File: src/rtl/fwd_hazard_unit.sv
// EX-stage operand forwarding, load-use detection and single-entry long-op scoreboard.
// Forwarding/stall are combinational; long-op state, long_done and stall counter are registered.
module fwd_hazard_unit #(
  parameter int XLEN   = 32,
  parameter int NSRC   = 3,
  parameter int LAT_W  = 5,
  parameter int PERF_W = 32
) (
  input  logic                 clk,
  input  logic                 rst_n,
  input  logic [NSRC*5-1:0]    id_rs,
  input  logic [NSRC-1:0]      id_rs_fp,
  input  logic [NSRC-1:0]      id_rs_valid,
  input  logic                 id_is_long,
  input  logic [NSRC*5-1:0]    ex_rs,
  input  logic [NSRC-1:0]      ex_rs_fp,
  input  logic [NSRC*XLEN-1:0] ex_rf_data,
  input  logic [4:0]           ex_rd,
  input  logic                 ex_rd_fp,
  input  logic                 ex_reg_write,
  input  logic                 ex_is_load,
  input  logic                 ex_long_issue,
  input  logic [LAT_W-1:0]     ex_long_lat,
  input  logic [4:0]           mem_rd,
  input  logic                 mem_rd_fp,
  input  logic                 mem_reg_write,
  input  logic                 mem_is_load,
  input  logic [XLEN-1:0]      mem_result,
  input  logic [4:0]           wb_rd,
  input  logic                 wb_rd_fp,
  input  logic                 wb_reg_write,
  input  logic [XLEN-1:0]      wb_result,
  output logic [NSRC*2-1:0]    fwd_sel,
  output logic [NSRC*XLEN-1:0] fwd_data,
  output logic                 stall_id,
  output logic                 bubble_ex,
  output logic                 long_busy,
  output logic [4:0]           long_rd,
  output logic                 long_rd_fp,
  output logic                 long_done,
  output logic [PERF_W-1:0]    stall_cycles
);

  typedef enum logic {S_IDLE, S_BUSY} state_t;

  state_t            state_q, state_d;
  logic [LAT_W-1:0]  cnt_q, cnt_d;
  logic [4:0]        long_rd_q, long_rd_d;
  logic              long_rd_fp_q, long_rd_fp_d;
  logic              long_done_q, long_done_d;
  logic [PERF_W-1:0] stall_cnt_q, stall_cnt_d;

  logic load_hit, long_hit, load_use, sb_stall;

  // x0 is hardwired zero, so it never aliases a producer; f0 is an ordinary register.
  function automatic logic reg_match(input logic [4:0] a, input logic a_fp,
                                     input logic [4:0] b, input logic b_fp);
    return (a == b) && (a_fp == b_fp) && !((a == 5'd0) && !a_fp);
  endfunction

  always_comb begin
    fwd_sel  = '0;
    fwd_data = '0;
    for (int i = 0; i < NSRC; i++) begin
      if (mem_reg_write && !mem_is_load &&
          reg_match(ex_rs[i*5 +: 5], ex_rs_fp[i], mem_rd, mem_rd_fp)) begin
        fwd_sel[i*2 +: 2]     = 2'b10;
        fwd_data[i*XLEN +: XLEN] = mem_result;
      end else if (wb_reg_write &&
                   reg_match(ex_rs[i*5 +: 5], ex_rs_fp[i], wb_rd, wb_rd_fp)) begin
        fwd_sel[i*2 +: 2]     = 2'b01;
        fwd_data[i*XLEN +: XLEN] = wb_result;
      end else begin
        fwd_sel[i*2 +: 2]     = 2'b00;
        fwd_data[i*XLEN +: XLEN] = ex_rf_data[i*XLEN +: XLEN];
      end
    end
  end

  always_comb begin
    load_hit = 1'b0;
    long_hit = 1'b0;
    for (int i = 0; i < NSRC; i++) begin
      if (id_rs_valid[i] && reg_match(id_rs[i*5 +: 5], id_rs_fp[i], ex_rd, ex_rd_fp))
        load_hit = 1'b1;
      if (id_rs_valid[i] && reg_match(id_rs[i*5 +: 5], id_rs_fp[i], long_rd_q, long_rd_fp_q))
        long_hit = 1'b1;
    end
    load_use = ex_is_load && ex_reg_write && load_hit;
    // Held through the long_done cycle; the result is only forwardable from WB afterwards.
    sb_stall = (state_q == S_BUSY) && (id_is_long || long_hit);
  end

  assign stall_id  = load_use || sb_stall;
  assign bubble_ex = stall_id;

  always_comb begin
    state_d      = state_q;
    cnt_d        = cnt_q;
    long_rd_d    = long_rd_q;
    long_rd_fp_d = long_rd_fp_q;
    case (state_q)
      S_IDLE: begin
        if (ex_long_issue) begin
          state_d      = S_BUSY;
          cnt_d        = (ex_long_lat == '0) ? LAT_W'(1) : ex_long_lat;
          long_rd_d    = ex_rd;
          long_rd_fp_d = ex_rd_fp;
        end
      end
      S_BUSY: begin
        cnt_d = cnt_q - LAT_W'(1);
        if (cnt_q <= LAT_W'(1)) state_d = S_IDLE;
      end
      default: state_d = S_IDLE;
    endcase
    long_done_d = (state_d == S_BUSY) && (cnt_d == LAT_W'(1));
    stall_cnt_d = stall_cnt_q;
    if (stall_id && (stall_cnt_q != {PERF_W{1'b1}}))
      stall_cnt_d = stall_cnt_q + PERF_W'(1);
  end

  always_ff @(posedge clk or negedge rst_n) begin
    if (!rst_n) begin
      state_q      <= S_IDLE;
      cnt_q        <= '0;
      long_rd_q    <= '0;
      long_rd_fp_q <= 1'b0;
      long_done_q  <= 1'b0;
      stall_cnt_q  <= '0;
    end else begin
      state_q      <= state_d;
      cnt_q        <= cnt_d;
      long_rd_q    <= long_rd_d;
      long_rd_fp_q <= long_rd_fp_d;
      long_done_q  <= long_done_d;
      stall_cnt_q  <= stall_cnt_d;
    end
  end

  assign long_busy    = (state_q == S_BUSY);
  assign long_rd      = long_rd_q;
  assign long_rd_fp   = long_rd_fp_q;
  assign long_done    = long_done_q;
  assign stall_cycles = stall_cnt_q;

endmodule

File: config.mk
export PLATFORM = sky130hd
export DESIGN_NAME = fwd_hazard_unit
export DESIGN_NICKNAME = d
export VERILOG_FILES = /design/src/rtl/fwd_hazard_unit.sv
export SDC_FILE = /design/constraint.sdc
export NUM_CORES = 1
export LEC_CHECK = 0
export CAP_MARGIN = 20
export CELL_PAD_IN_SITES_DETAIL_PLACEMENT = 1
export CELL_PAD_IN_SITES_GLOBAL_PLACEMENT = 1
export CORE_MARGIN = 2
export CORE_UTILIZATION = 26
export CTS_CLUSTER_SIZE = 8
export DETAILED_ROUTE_END_ITERATION = 10
export HOLD_SLACK_MARGIN = 0.03
export PLACE_DENSITY_LB_ADDON = 0.1
export SYNTH_ARGS = -nofsm -noshare
export SYNTH_HDL_FRONTEND = slang
export SYNTH_SLANG_ARGS = --single-unit
File: constraint.sdc
create_clock -name clk -period 4.2 [get_ports clk]
set_input_delay 0.84 -clock clk [delete_from_list [all_inputs] [get_ports clk]]
set_output_delay 0.84 -clock clk [all_outputs]
set_load 0.02 [all_outputs]
==> reports/summary.txt, run 1 <==
Post-layout minimum cycle time: 4.13 ns
CTS tree: built
PwrDens: 235 mW/mm^2
Util after Layout: 49.8%
Average cell area after synthesis: 8.13 sq um
Yosys cell types: 44
Synth top cells by count: 108 x nor2_1, 98 x a21oi_1, 98 x mux2i_1, 73 x xnor2_1, 45 x dfrtp_1
Worst VDD drop: 0.331 mV
Via count: 6,564
Leakage: 4.07 nW
Relative slew slack: 62.4%
Final WL: 28,200 um
CP required: 3.36 ns
Synth area leaders: dfrtp_1 21%, mux2i_1 18%, xnor2_1 12%
Syn nets: 890
Worst Hold Class: in2async
GRT Total Usage: 24.9%
Seq/Total Area, Yosys: 21.1%
Buffers added on ports: 374
Largest net degree at the start of global routing: 46
Drt pass-1 iters: 4
Post-route setup slack: 0.0726 ns
Worst reg2reg endpoint: stall_cycles[11]
Fin. Hold Viols: 0
Post-DP HPWL: 23,300 um
Reg2reg path depth: 8
Number of flops mapped to enable cells by yosys: 0
Initial antenna violation count: 11
Syn. warnings: 0
Final Power: 0.00236 W
Nets: 1,289
CTS Buf Count: 5
Worst-Skew Late Latency: 0.29 ns
Yosys top cell by area: dfrtp_1
Die width: 147 um
First-pass GRT wire length: 42,000 um
IO Count: 375
DRC errors left: 0
Crit end category: output pin
Antenna Nets Post-Route: 0
Finish-stage setup viols: 0
Syn Inst Count: 656
Max-slew violation count: 0
Mapped cell area: 0.00534 sq mm
Die ar.: 0.0217 sq mm
CP startpoint kind: primary input
Critical Path Fanout Max: 19
Layout fillers: 2,372
Synth top area share: 21.1%
FF+latch area: 0.00113 sq mm
Clk buf depth: 2
Asr flop ratio synth: 100%
Primary FF master, synth: dfrtp_1
Clock sinks: 45
Worst-Margin Slew: 0.557 ns
Multi-input gate area: 0.00408 sq mm
Iteration-0 DRC Markers: 159
Max Cap Viol: 0
Fmax achieved: 242 MHz
RD Place Congestion: 0.893
Htree depth: 2
Gr ovfl total: 0
Setup bufs post-CTS: 0
Final period utilization: 98.3%
Critical path type: in2out
Initial Util: 26.5%
Area Overhead vs Synth: 88.2%
R2R Setup Slk: 1.60 ns
Status: finished clean
# rows: 52
Share of cells above drive strength 1: 11.8%
Clock-pin slew on the worst setup and hold paths: 0.07 ns
Die Ht: 147 um
Dpl ws: -0.123 ns
Vias in the first global route: 6,736
Root buf cell: clkbuf_16
Launching point of the worst reg2reg path: stall_cycles[0]
Setup Skew: 0.00749 ns
DR vias/cell: 4.92
Core area: 0.0202 sq mm
CP Data Arrival Time: 3.29 ns
Count leader, synth: nor2_1
WL per Instance: 21.2 um
Synthesized flop and latch total: 45
worst max-delay path, cell delays in order:
cell and delay (ns):
clkdlybuf4s50_1 0.44, or4_1 0.59, nor3_4 0.23, nor4_2 0.09, nand3_2 0.13, buf_6 0.20, and2_1 0.15, clkdlybuf4s50_1 0.62
logic make-up (layout without fill, tap and decap cells):
family	count (synthesis)	count (layout)	share of synthesized area (%)
buffers and inverters	50	450	4.15
muxes	105	105	19.9
AOI/OAI and AO/OA	148	148	18.9
DFF	45	45	21.1
other	0	7	0
adders and majority gates	3	3	0.703
and+or+nand+nor	200	200	18.1
xor gates and xnor gates	105	105	17.2
routing by layer:
layer	wire [um]	up-vias	GRT usage (%)
met5	54	-	0
met4	615	8	8.27
met2	14100	216	43.7
met1	11200	3131	28.7
met3	2220	39	8.01
li1	-	3170	-
final cells by class:
cell class | count | share of cell area (%)
inverter | 8 | 0.299
tap | 270 | 3.36
sequential | 45 | 11.2
antenna | 7 | 0.174
clock buffer | 5 | 1.25
clock inverter | 3 | 0.249
timing repair buffer | 434 | 42.9
multi-input combinational | 561 | 40.6
cell usage in the layout (no fill, tap or decap), drive strengths merged, types with 2 or more instances in the layout:
cell and count:
dfrtp 45, nor3 8, inv 9, xnor2 73, a211oi 3, o31a 4
mux2 7, buf 74, o211ai 17, clkbuf 5, dlymetal6s2s 29, and4 7
nor2 108, or4 8, ha 3, dlygate4sd2 54, and3 17, o2111ai 12
diode 7, xor2 32, nand3 18, nand4 7, mux2i 98, clkdlybuf4s50 277
a21oi 98, o31ai 2, and2 7, nand2 7, o21ai 7, nor4 8
state kept, by name, indices dropped and copies added (netlist names):
register	count
long_busy	1
stall_cycles	32
long_rd_fp	1
cnt_q	5
long_done	1
long_rd	5
power breakdown:
part	internal [W]	switching (W)	total [W]	leakage, nW
clock	0.000224	0.000177	0.000401	0.0705
combinational	0.000668	0.000611	0.00128	3.41
sequential	0.000528	0.000152	0.000680	0.590
total	0.00142	0.000940	0.00236	4.07
how the worst max path moves through the flow:
| stage | start | end | slack (ns) | cells after the start |
|---|---|---|---|---|
| floorplan | ex_rs[2] | fwd_data[25] | 0.68 | 8 |
| global placement | ex_rs[2] | fwd_data[19] | -0.04 | 9 |
| detailed placement | ex_rs[8] | fwd_data[44] | -0.12 | 9 |
| CTS | ex_rs[8] | fwd_data[47] | 0.00009 | 9 |
| global route | ex_rs[8] | fwd_sel[2] | -0.01 | 8 |
| finish | ex_rs[2] | fwd_sel[0] | 0.07 | 8 |
metrics by stage:
step / hold WS (ns) / setup TNS, ns / instances / cell area [sq um]
final: 0.444 / 0 / 1333 / 10000
after global routing: 0.464 / -0.0148 / 1332 / 10000
after CTS: 0.495 / 0 / 1325 / 9910
after detailed placement: 0.485 / -4.85 / 1317 / 9800
after global placement: 0.477 / -0.947 / 1317 / 9800
after floorplan: 0.514 / 0 / 656 / 5340
timing repair:
action | 4_1_cts | 5_1_grt
hold buffers | 0 | 0
gates cloned | 0 | 0
gates resized for setup | 58 | 33
setup endpoints to repair | 84 | 31
endpoints found under the hold margin | 0 | 0
No activity file was read; power rests on OpenSTA's default activity.
==> run 2, diff against run 1 <==
==> constraint.sdc (replaced) <==
create_clock -name clk -period 5.3 [get_ports clk]
set_input_delay 1.06 -clock clk [delete_from_list [all_inputs] [get_ports clk]]
set_output_delay 1.06 -clock clk [all_outputs]
set_load 0.02 [all_outputs]
==> run 2 against run 1 <==
  * Clock power down 11%
  * Non-clock buffer count down 47
  * Power decreased by 19%
  * Largest cell class is now multi-input gates
  * Combinational power down 21%
  * Clock skew grew 0.0046 ns
  * Core utilization down 2.1 points
  * Register-to-register slack improved by 1.3 ns
  * Die area did not move
  * Via count down 3.0%
  * Design area shrank 4.1%
  * Sequential cell count is the same
  * Count of clock-buffer cells in the layout increased by 1
==> reports/summary.txt, run 2 (synthesis results as in run 1) <==
Clock-pin slew on the worst setup and hold paths: 0.07 ns
Share of cells above drive strength 1: 5.85%
Die Ht: 147 um
# rows: 52
Sum Neg Setup Slack: 0 ns
R2R Setup Slk: 2.92 ns
Relative slew slack: 68.4%
Status: finished clean
Gr ovfl total: 0
Antenna Nets Post-Route: 0
Htree depth: 2
CTS Buf Count: 5
Critical Path Fanout Max: 66
Finish-stage setup viols: 0
Leakage: 3.49 nW
Final period utilization: 93.5%
Die ar.: 0.0217 sq mm
Fmax achieved: 202 MHz
First-pass GRT wire length: 41,200 um
Largest net degree at the start of global routing: 67
CP Data Arrival Time: 3.89 ns
Die width: 147 um
Worst VDD drop: 0.222 mV
Post-route setup slack: 0.345 ns
Iteration-0 DRC Markers: 243
GRT Total Usage: 24.6%
Setup Skew: 0.0121 ns
Max Cap Viol: 0
Root buf cell: clkbuf_16
Clk buf depth: 2
Hold Path Depth: 1
Worst Hold Class: reg2reg
Post-DP HPWL: 22,500 um
CTS tree: built
DR vias/cell: 4.95
Drt pass-1 iters: 4
RD Place Congestion: 0.890
Setup bufs post-CTS: 0
PwrDens: 198 mW/mm^2
Fin. Hold Viols: 0
Final WL: 27,500 um
Initial Util: 26.5%
Critical path type: in2out
CP startpoint kind: primary input
Most frequent cells in the layout: 373 x clkdlybuf4s50_1, 108 x nor2_1, 98 x mux2i_1, 98 x a21oi_1, 73 x xnor2_1
Util after Layout: 47.7%
WL per Instance: 21.4 um
RSZ-0062 raised after global routing: false
Core area: 0.0202 sq mm
Crit end category: output pin
Vias in the first global route: 6,546
Commonest non-fill, non-tap cell in the layout: clkdlybuf4s50_1
Max FFs per register: 32
Dpl ws: 0.377 ns
Initial antenna violation count: 10
Hold Buf Count CTS: 0
Max-slew violation count: 0
DRC errors left: 0
Post-CTS sizing: 0
Worst-Margin Slew: 0.475 ns
Buffers added on ports: 374
Reg2reg path depth: 7
IO Count: 375
Post-layout minimum cycle time: 4.95 ns
Nets: 1,242
Via count: 6,368
Clock sinks: 45
Area Overhead vs Synth: 80.4%
Worst-Skew Late Latency: 0.29 ns
CP required: 4.24 ns
## run 2: final cells by class
class / count / area, sq um
Antenna cell: 7 / 17.5
Clock buffer: 6 / 129
Clock inverter: 2 / 38.8
Fill cell: 2361 / 10500
Inverter: 8 / 30.0
Multi-Input combinational cell: 561 / 4040
Sequential cell: 45 / 1130
Tap cell: 270 / 338
Timing Repair Buffer: 387 / 3910
## run 2: worst paths after layout
path	startpoint	to
worst max-delay path	ex_rs[7]	fwd_data[40]
min in group asynchronous	rst_n	stall_cycles[8]
max in group asynchronous	rst_n	stall_cycles[0]
worst min register to register	stall_cycles[11]	stall_cycles[11]
worst min-delay path	stall_cycles[11]	stall_cycles[11]
worst max register to register	stall_cycles[0]	stall_cycles[1]
## run 2: routing by layer
| metal | GRT usage (%) | vias up | share of wire, % |
|---|---|---|---|
| li1 | - | 3082 | - |
| met4 | 7.21 | 8 | 2.0 |
| met3 | 7.55 | 37 | 7.3 |
| met1 | 28.3 | 3040 | 41 |
| met5 | 0 | - | 0.20 |
| met2 | 43.7 | 201 | 50 |
## run 2: report_power, final
part / leakage [nW] / internal, W / switching (W) / total, W
registers: 0.590 / 0.000419 / 0.000119 / 0.000537
clock network: 0.0811 / 0.000224 / 0.000134 / 0.000357
logic: 2.81 / 0.000532 / 0.000478 / 0.00101
total: 3.49 / 0.00117 / 0.000730 / 0.00190
## run 2: metrics by stage
stage | cells | total power (W) | hold slack, ns | cell area [sq um]
6_report | 1286 | 0.00190 | 0.491 | 9630
2_1_floorplan | 656 | 0.00102 | 0.514 | 5340
3_3_place_gp | 1270 | 0.00154 | 0.477 | 9420
3_5_place_dp | 1270 | 0.00155 | 0.483 | 9420
5_1_grt | 1284 | 0.00203 | 0.513 | 9620
4_1_cts | 1278 | 0.00192 | 0.498 | 9590
## run 2: worst max-delay path, stage by stage
cell and delay (ns):
clkdlybuf4s50_1 0.47, or4_1 0.55, nor3_1 0.29, nor4_1 0.13, nand3_2 0.11, buf_12 0.28
nor2_1 0.07, a21oi_1 0.20, clkdlybuf4s50_1 0.68
